### src/rtl/register_writeback_arbiter.sv
// Arbitrates the single register-file write port between the ALU and LSU writeback
// sources: LSU wins by default, a starvation counter forces an ALU win after STARVE_LIMIT losses.
module register_writeback_arbiter #(
  parameter int unsigned STARVE_LIMIT = 3,
  parameter bit          DROP_X0      = 1'b1,
  parameter int unsigned CNT_WIDTH    = 16
) (
  input  logic                 clk,
  input  logic                 rst,
  input  logic                 alu_wb_valid,
  output logic                 alu_wb_ready,
  input  logic [4:0]           alu_wb_address,
  input  logic [31:0]          alu_wb_data,
  input  logic                 lsu_wb_valid,
  output logic                 lsu_wb_ready,
  input  logic [4:0]           lsu_wb_address,
  input  logic [31:0]          lsu_wb_data,
  output logic                 register_write_enable,
  output logic [4:0]           register_write_address,
  output logic [31:0]          register_write_data,
  output logic [CNT_WIDTH-1:0] conflict_count
);

  localparam int unsigned SW = $clog2(STARVE_LIMIT + 1);

  typedef enum logic [1:0] {
    GRANT_NONE,
    GRANT_ALU,
    GRANT_LSU
  } grant_e;

  grant_e               grant;
  logic [4:0]           grant_addr;
  logic [31:0]          grant_data;

  logic [SW-1:0]        starve_q,     starve_d;
  logic                 we_q,         we_d;
  logic [4:0]           addr_q,       addr_d;
  logic [31:0]          data_q,       data_d;
  logic [CNT_WIDTH-1:0] conflict_q,   conflict_d;

  // Grant decision uses only the valids and the starvation count, never the payloads.
  always_comb begin
    // NOTE: every combinational output gets a default first so no path can infer a latch.
    grant = GRANT_NONE;
    if (!rst) begin
      if (alu_wb_valid && lsu_wb_valid) begin
        grant = (starve_q == SW'(STARVE_LIMIT)) ? GRANT_ALU : GRANT_LSU;
      end else if (alu_wb_valid) begin
        grant = GRANT_ALU;
      end else if (lsu_wb_valid) begin
        grant = GRANT_LSU;
      end
    end
  end

  assign alu_wb_ready = (grant == GRANT_ALU);
  assign lsu_wb_ready = (grant == GRANT_LSU);

  always_comb begin
    grant_addr = lsu_wb_address;
    grant_data = lsu_wb_data;
    if (grant == GRANT_ALU) begin
      grant_addr = alu_wb_address;
      grant_data = alu_wb_data;
    end
  end

  always_comb begin
    starve_d   = starve_q;
    we_d       = 1'b0;
    addr_d     = addr_q;
    data_d     = data_q;
    conflict_d = conflict_q;

    if (grant == GRANT_ALU) begin
      starve_d = '0;
    end else if (alu_wb_valid && (starve_q != SW'(STARVE_LIMIT))) begin
      starve_d = starve_q + SW'(1);
    end

    // x0 writes still complete the handshake; only the strobe is suppressed.
    if (grant != GRANT_NONE) begin
      we_d   = !(DROP_X0 && (grant_addr == 5'd0));
      addr_d = grant_addr;
      data_d = grant_data;
    end

    if (alu_wb_valid && lsu_wb_valid && (conflict_q != '1)) begin
      conflict_d = conflict_q + CNT_WIDTH'(1);
    end
  end

  // NOTE: state registers use non-blocking assignments; the data register is reset too
  // because its reset value is architecturally visible on register_write_data.
  always_ff @(posedge clk or posedge rst) begin
    if (rst) begin
      starve_q   <= '0;
      we_q       <= 1'b0;
      addr_q     <= '0;
      data_q     <= '0;
      conflict_q <= '0;
    end else begin
      starve_q   <= starve_d;
      we_q       <= we_d;
      addr_q     <= addr_d;
      data_q     <= data_d;
      conflict_q <= conflict_d;
    end
  end

  assign register_write_enable  = we_q;
  assign register_write_address = addr_q;
  assign register_write_data    = data_q;
  assign conflict_count         = conflict_q;

endmodule
### config.mk
export PLATFORM = sky130hd
export DESIGN_NAME = register_writeback_arbiter
export DESIGN_NICKNAME = d
export VERILOG_FILES = /design/src/rtl/register_writeback_arbiter.sv
export SDC_FILE = /design/constraint.sdc
export NUM_CORES = 1
export LEC_CHECK = 0
export ABC_AREA = 1
export CELL_PAD_IN_SITES_DETAIL_PLACEMENT = 1
export CELL_PAD_IN_SITES_GLOBAL_PLACEMENT = 1
export CORE_MARGIN = 5
export CORE_UTILIZATION = 31
export CTS_CLUSTER_SIZE = 12
export DETAILED_ROUTE_END_ITERATION = 10
export PLACE_DENSITY_LB_ADDON = 0.1
export SYNTH_ARGS = -nofsm -noshare
export SYNTH_HDL_FRONTEND = slang
export SYNTH_SLANG_ARGS = --single-unit
### constraint.sdc
create_clock -name clk -period 6.9 [get_ports clk]
set_clock_uncertainty 0.1 [all_clocks]
set_input_delay 1.38 -clock clk [delete_from_list [all_inputs] [get_ports clk]]
set_output_delay 1.38 -clock clk [all_outputs]
set_load 0.03 [all_outputs]
After elaboration in Yosys (flattened, before gate mapping)
Index checks and enable logic that the tools add are counted.

Muxes and demuxes: 10. Reduce and logical (&&, ||, !) cells: 7. Equality and inequality tests: 5. Add/sub/neg operators: 2.

Operator list (number): 2-to-1 mux 32 bit (1); adder 16 x 1 -> 16 bit (second input constant) (1); inequality test 16 bit (second input constant) (1); 2-to-1 mux 2 bit (7); logical NOT 5 bit (1); 2-to-1 mux 5 bit (1); equality test 2 bit (second input constant) (2); nonzero test 2 bit (2); logical AND 1 bit (3); adder 2 x 1 -> 2 bit (second input constant) (1); equality test 2 x 1 -> 1 bit (second input constant) (1); inequality test 2 bit (second input constant) (1); logical NOT 1 bit (1); 2-to-1 mux 1 bit (1).

Word-level logic and storage cells: 29. Bits of input ports: 78. Register bits: 56. Output and inout bits: 56.

Logic depth before layout (Yosys ltp)
Gate-level depths: netlist of the first run.

Word-level depth: 9. Gate-level depth with buffers: 10. Depth with buffers taken out: 10.

Worst setup path before layout of the first run
No wires, ideal clock.

Path kind: input port to output port. From: in rst. To: out lsu_wb_ready. Stages on the path: 3. Arrival: 3331 ps. Required time: 5420 ps. Path slack: 2089 ps. Path through: inv_1 > nand2_1 > a21oi_1.

Longest elaborated chain between the ends: 2.

Ends and longest elaborated chain: from (decl) (line 9) `input logic rst,`; 2-to-1 mux 2 bit (line 46) `if (!rst) begin`; equality test 2 bit (line 58) `assign lsu_wb_ready = (grant == GRANT_LSU);`; to (decl) (line 15) `output logic lsu_wb_ready,`.

Every way passes these cells.

Final worst setup path of the first run
From: in alu_wb_valid. To: out alu_wb_ready.

Longest elaborated chain between the ends: 4. Elaborated cells between the ends (all ways): 5. Those cells by class: eq/ne: 1; mux: 3; reduce/logical: 1.

Ends and longest elaborated chain: from (decl) (line 10) `input logic alu_wb_valid,`; 2-to-1 mux 2 bit or logical AND 1 bit (tied branches) (line 49, 47); 2-to-1 mux 2 bit (*) (line 47) `if (alu_wb_valid && lsu_wb_valid) begin`; 2-to-1 mux 2 bit (*) (line 46); equality test 2 x 1 -> 1 bit (*) (line 57) `assign alu_wb_ready = (grant == GRANT_ALU);`; to (decl) (line 11) `output logic alu_wb_ready,`.

Mark *: on every way between the ends. The rest lies on a longest branch, timed or not.

==> metrics.cfg, run 1 <==
[die]
rows = 35
start_util = 0.320
die_h_um = 108
core_mm2 = 0.00933
die_area_mm2 = 0.0117
io_pins = 134
die_x_um = 108

[synth]
yosysSeqAreaShare = 0.469
yosys.area_share.xor_xnor = 0.0147
ys_types = 24
synth_flop_cell = dfrtp_1
synthSimpleGateAreaFrac = 0.321
synthCells = 387
yosysMostFrequentCell = nand2_1
synth_area_per_cell_um2 = 7.72
yosys-top-cells-area = dfrtp_1 47%, nand2_1 18%, a31oi_1 6.7%
syn_nets = 467
synth_top_area_cell = dfrtp_1
synth-seq-cells = 56
synth_top_family_by_area = simple AND/OR/NAND/NOR gates
synth_edf_count = 0
post_synth_fa_ha_maj_area_fraction = 0.00838
synthMuxAreaShare = 0
yosys_warnings = 0
yosys.area.top_type_share = 0.469
synth_area_mm2 = 0.00299
synth_common_cells = 142 x nand2_1, 56 x dfrtp_1, 47 x nor2_1, 32 x a31oi_1, 22 x inv_1
async_reset_ff_frac = 1.00
synth-compound-area-share = 0.117

[placement]
portBuffers = 133
dp.cells = 634
pre_cts_slack_ps = 1950
gp_congestion = 0.771
post-dp-hpwl_um = 7280

[global_route]
grt_use_met2 = 0.298
antenna_found_initial = 0
grt_use_met1 = 0.182
grt_max_degree = 69
top_usage_layer = met2
grt_overflow = 0
grt_use_met3 = 0.0591
grt_pass1_vias = 3099
grt_pass1_wl_um = 15300
grtUsageTotal = 0.164

[power]
leakage_nw = 1.92
max-vdd-ir-drop_mv = 0.108
powerDensity_mw_per_mm2 = 244

[detailed_routing]
route.antenna.remaining_nets = 0
drtPass1Iterations = 4
via_per_inst = 4.66
wirelength_um = 9460
vias = 2990
drt-wirelength-per-cell_um = 14.7
route.detailed.drc = 0
drt_iter0_markers = 109

[sta]
slew_headroom = 0.199
rsz0062_at_grt = false
worst_slack_ps = 1980
tns_ps = 0
finalSetupViolCount = 0
min_period_over_period = 0.713
maxSlewViolCount = 0
layout_min_cycle_time_ps = 4920
fmax_mhz = 203
tightest_slew_ps = 1200
hold_viol = 0

[cells_and_area]
area.growth.synth_to_final_pct = 50.5
layout-drive-gt1-share = 0.0838
stdcell_count = 642
fin_nets = 592
diodes = 0

[clock_network]
cts_buffer_depth = 2
cts.htree.levels = 2
clock_sinks = 56
cts_tree = yes
root_buffer = clkbuf_8
postCtsResizedCells = 0
post_cts_buffers = 0
cts_buffers = 5
cts_hold_buf = 0
clk_pin_slew_ps = 100
clk-insertion-delay-late_ps = 310

[setup_path]
r2r_start = conflict_count[0]
endpoint_kind = output pin
rr_worst_depth = 8
crit_fanout = 35
cp.required_ps = 5420
cp-start-kind = input pin
rr_endpoint = conflict_count[4]
crit_arrival_ps = 3440
critPathBufInv = 4
cpMaxStageDelayCell = clkdlybuf4s50_1
path_cells = clkdlybuf4s50_1, inv_2, nor2_4, nand2_2, inv_2, clkdlybuf4s50_1
critical_path.top_delay_family = buffers and inverters
cpPeakStageDelay_ps = 800
r2r_slack_ps = 4540
critPathKind = in2out

[min_path]
hold_class = reg2reg
hold_depth = 1
hold-path-endpoint = starve_q[0]
hp-start = starve_q[0]

[job]
maxCapViolations = 0

[run_status]
status = completed

-- through the flow --
stage          area (µm²)  power [W]  hold slack (ps)   util
2_1_floorplan        2990   0.000690              347      -
6_report             4500    0.00110              383  0.482
4_1_cts              4500    0.00111              388  0.482
5_1_grt              4500    0.00117              404  0.482
3_5_place_dp         4390   0.000895              376  0.470
3_3_place_gp         4390   0.000883              363  0.470
-- routing by layer --
metal	vias to the layer above	routed length, µm
met5	-	0
met4	0	178
met3	12	724
met2	76	4970
met1	1418	3590
li1	1484	-
-- sequential cells by signal, indices dropped and copies added (netlist names) --
signal	cells
register_write_address	5
register_write_data	32
register_write_enable	1
starve_q	2
conflict_count	16
-- cells by family after synthesis --
| family | after synthesis |
|---|---|
| buf+inv | 44 |
| flops | 56 |
| xor+xnor | 5 |
| fa+ha+maj | 2 |
| simple gates | 227 |
| compound gates | 53 |
-- how the worst max path moves through the flow --
stage,startpoint,end,slack (ps),depth (start not counted)
5_1_grt,alu_wb_valid,alu_wb_ready,1830,6
6_report,alu_wb_valid,alu_wb_ready,1980,6
2_1_floorplan,rst,lsu_wb_ready,2090,3
3_5_place_dp,alu_wb_valid,alu_wb_ready,1950,6
3_3_place_gp,alu_wb_valid,alu_wb_ready,1980,6
4_1_cts,alu_wb_valid,alu_wb_ready,1940,6
-- cell usage in the layout, fill, tap and decap left out, drive strengths merged, types with 2 or more instances in the layout --
cell,instances
o21ai,16
xnor2,3
nand3b,2
nor2,52
dfrtp,56
clkdlybuf4s50,133
a21oi,4
nand2,156
nand3,12
a31oi,32
nand4,5
ha,2
inv,27
xor2,2
buf,2
clkbuf,6
-- report_power, final --
part	leakage (nW)	internal (W)	switching (W)
clock network	0.0552	0.000108	0.000109
registers	0.663	0.000387	0.0000535
logic	1.21	0.000189	0.000251
total	1.92	0.000684	0.000413
-- area by class of cell --
class / instances / area, µm²
flip-flops and latches: 56 / 1400
well taps: 129 / 161
multi-input cells: 287 / 1380
clock buffers: 6 / 72.6
inverters: 27 / 101
fillers: 1126 / 4830
repair buffers: 135 / 1350
clock inverters: 2 / 35.0
Power figures use the tool's default switching activity.
==> run 2, diff against run 1 <==
--- a/config.mk
+++ b/config.mk
@@ -9,7 +9,7 @@
 export CELL_PAD_IN_SITES_DETAIL_PLACEMENT = 1
 export CELL_PAD_IN_SITES_GLOBAL_PLACEMENT = 1
 export CORE_MARGIN = 5
-export CORE_UTILIZATION = 31
+export CORE_UTILIZATION = 29
 export CTS_CLUSTER_SIZE = 12
 export DETAILED_ROUTE_END_ITERATION = 10
 export PLACE_DENSITY_LB_ADDON = 0.1
==> constraint.sdc (replaced) <==
create_clock -name clk -period 4.75 [get_ports clk]
set_clock_uncertainty 0.1 [all_clocks]
set_input_delay 0.95 -clock clk [delete_from_list [all_inputs] [get_ports clk]]
set_output_delay 0.95 -clock clk [all_outputs]
set_load 0.03 [all_outputs]
==> run 2 against run 1 <==
Net effect: non-clock buffer count up 2; flip-flop and latch count stayed put; die area grew 6.3%; register-to-register slack got worse by 2100 ps; total power grew 49%; utilization is 3.6 points lower; worst setup slack got worse by 760 ps; clock-buffer cell count increased by 1; via count is 0.50% lower; sequential share of layout area fell by 0.29 points; sequential power rose by 46%; largest power group unchanged; highest routed layer unchanged.
==> metrics.cfg, run 2 (synthesized netlist as in run 1, its figures left out) <==
[global_route]
grt_pass1_wl_um = 16400
grt_pass1_vias = 3290
antenna_found_initial = 0
grtUsageTotal = 0.158
grt_overflow = 0
grt_max_degree = 57

[cells_and_area]
area.growth.synth_to_final_pct = 51.9
largest_reg_flops = 32
diodes = 0
layout-drive-gt1-share = 0.0893
fin_area_mm2 = 0.00454
fin_nets = 594
multi_input_area_mm2 = 0.00138
layout_common_cells = 142 x nand2_1, 133 x clkdlybuf4s50_1, 56 x dfrtp_1
seq_area_mm2 = 0.00140
nFillCells = 1270
layout_commonest_cell = nand2_1

[die]
die_area_mm2 = 0.0124
core_mm2 = 0.0102
die_x_um = 112
io_pins = 134
rows = 37
start_util = 0.293
die_h_um = 112

[clock_network]
root_buffer = clkbuf_8
cts_tree = yes
postCtsResizedCells = 0
cts_buffers = 5
clock_sinks = 56
clk-insertion-delay-late_ps = 310
cts_buffer_depth = 2
post_cts_buffers = 0
cts.htree.levels = 2
cts_hold_buf = 0
clk_pin_slew_ps = 100

[setup_path]
endpoint_kind = output pin
cpPeakStageDelay_ps = 670
crit_fanout = 4
rr_worst_depth = 8
cpMaxStageDelayCell = clkdlybuf4s50_1
r2r_start = conflict_count[0]
critPathBufInv = 4
path_cells = clkdlybuf4s50_1, inv_2, nor2_4, nand2_2, inv_2, clkdlybuf4s50_1
critical_path.top_delay_family = buffers and inverters
rr_endpoint = conflict_count[12]
critPathKind = in2out
cp.required_ps = 3700
crit_arrival_ps = 2480
crit_path_start = alu_wb_valid
cp-start-kind = input pin
r2r_slack_ps = 2410

[sta]
maxSlewViolCount = 0
fin_hold_ws_ps = 400
worst_slack_ps = 1220
finalSetupViolCount = 0
fmax_mhz = 284
tightest_slew_ps = 1120
tns_ps = 0
layout_min_cycle_time_ps = 3530
hold_viol = 0
slew_headroom = 0.253
rsz0062_at_grt = false
min_period_over_period = 0.742

[detailed_routing]
drt_iter0_markers = 80
route.antenna.remaining_nets = 0
route.detailed.drc = 0
wirelength_um = 9580
via_per_inst = 4.57
drtPass1Iterations = 4
drt-wirelength-per-cell_um = 14.7
vias = 2975

[run_status]
status = completed

[min_path]
hold_class = reg2reg
hp-start = starve_q[0]
hold-path-endpoint = starve_q[0]
hold_depth = 1

[job]
maxCapViolations = 0

[power]
p_comb_frac = 0.393
max-vdd-ir-drop_mv = 0.132
switchingPower_w = 0.000607
total_power_w = 0.00163
leakage_nw = 1.94
cell_internal_pwr_w = 0.00102
power.clock.fraction = 0.214
p_seq_frac = 0.393
p_sw_frac = 0.372
powerDensity_mw_per_mm2 = 359

[placement]
pre_cts_slack_ps = 1230
portBuffers = 133
post-dp-hpwl_um = 7290
placed_cell_area_mm2 = 0.00441
gp_congestion = 0.740

## run 2: cell count changes in the layout (fill, tap and decap cells not counted), sizes merged
cell | before | now
clkinv | 1 | 0
buf | 2 | 4
clkbuf | 6 | 7
## run 2: worst max path at each step
stage	slack (ps)	end	cells after the start
floorplan	800	lsu_wb_ready	3
global placement	1260	alu_wb_ready	6
detailed placement	1230	alu_wb_ready	6
CTS	1220	alu_wb_ready	6
global route	1130	lsu_wb_ready	5
finish	1220	alu_wb_ready	6
## run 2: area by class of cell
class / instances / area share
clock buffer: 7 / 0.0212
clock inverter: 1 / 0.00662
inverter: 27 / 0.0223
multi-input combinational: 287 / 0.304
sequential: 56 / 0.309
tap: 136 / 0.0375
timing repair buffer: 137 / 0.300
## run 2: layer usage
layer	wire length (µm)	global-route usage	vias up
met5	0	0	-
met4	73	0.0292	0
met3	750	0.0614	6
met2	4770	0.276	79
met1	3980	0.187	1402
li1	-	-	1488
## run 2: through the flow
stage,util,instances
final,0.446,651
after global routing,0.446,651
after CTS,0.446,651
after detailed placement,0.433,643
after global placement,0.433,643
after floorplan,-,387
## run 2: worst register-to-register path, delay by kind of cell, from the launching register on
| kind | cells | cell delay, ps |
|---|---|---|
| simple gates | 5 | 1200 |
| buf+inv | 1 | 100 |
| flops | 1 | 460 |
| fa+ha+maj | 1 | 330 |
| compound gates | 1 | 90 |
## run 2: power by group through the flow
stage	Combinational, W	Clock (W)	Sequential (W)
6_report	0.000641	0.000349	0.000641
3_5_place_dp	0.000652	0	0.000651
2_1_floorplan	0.000211	0	0.000791
4_1_cts	0.000654	0.000364	0.000643
5_1_grt	0.000698	0.000382	0.000658
3_3_place_gp	0.000640	0	0.000645
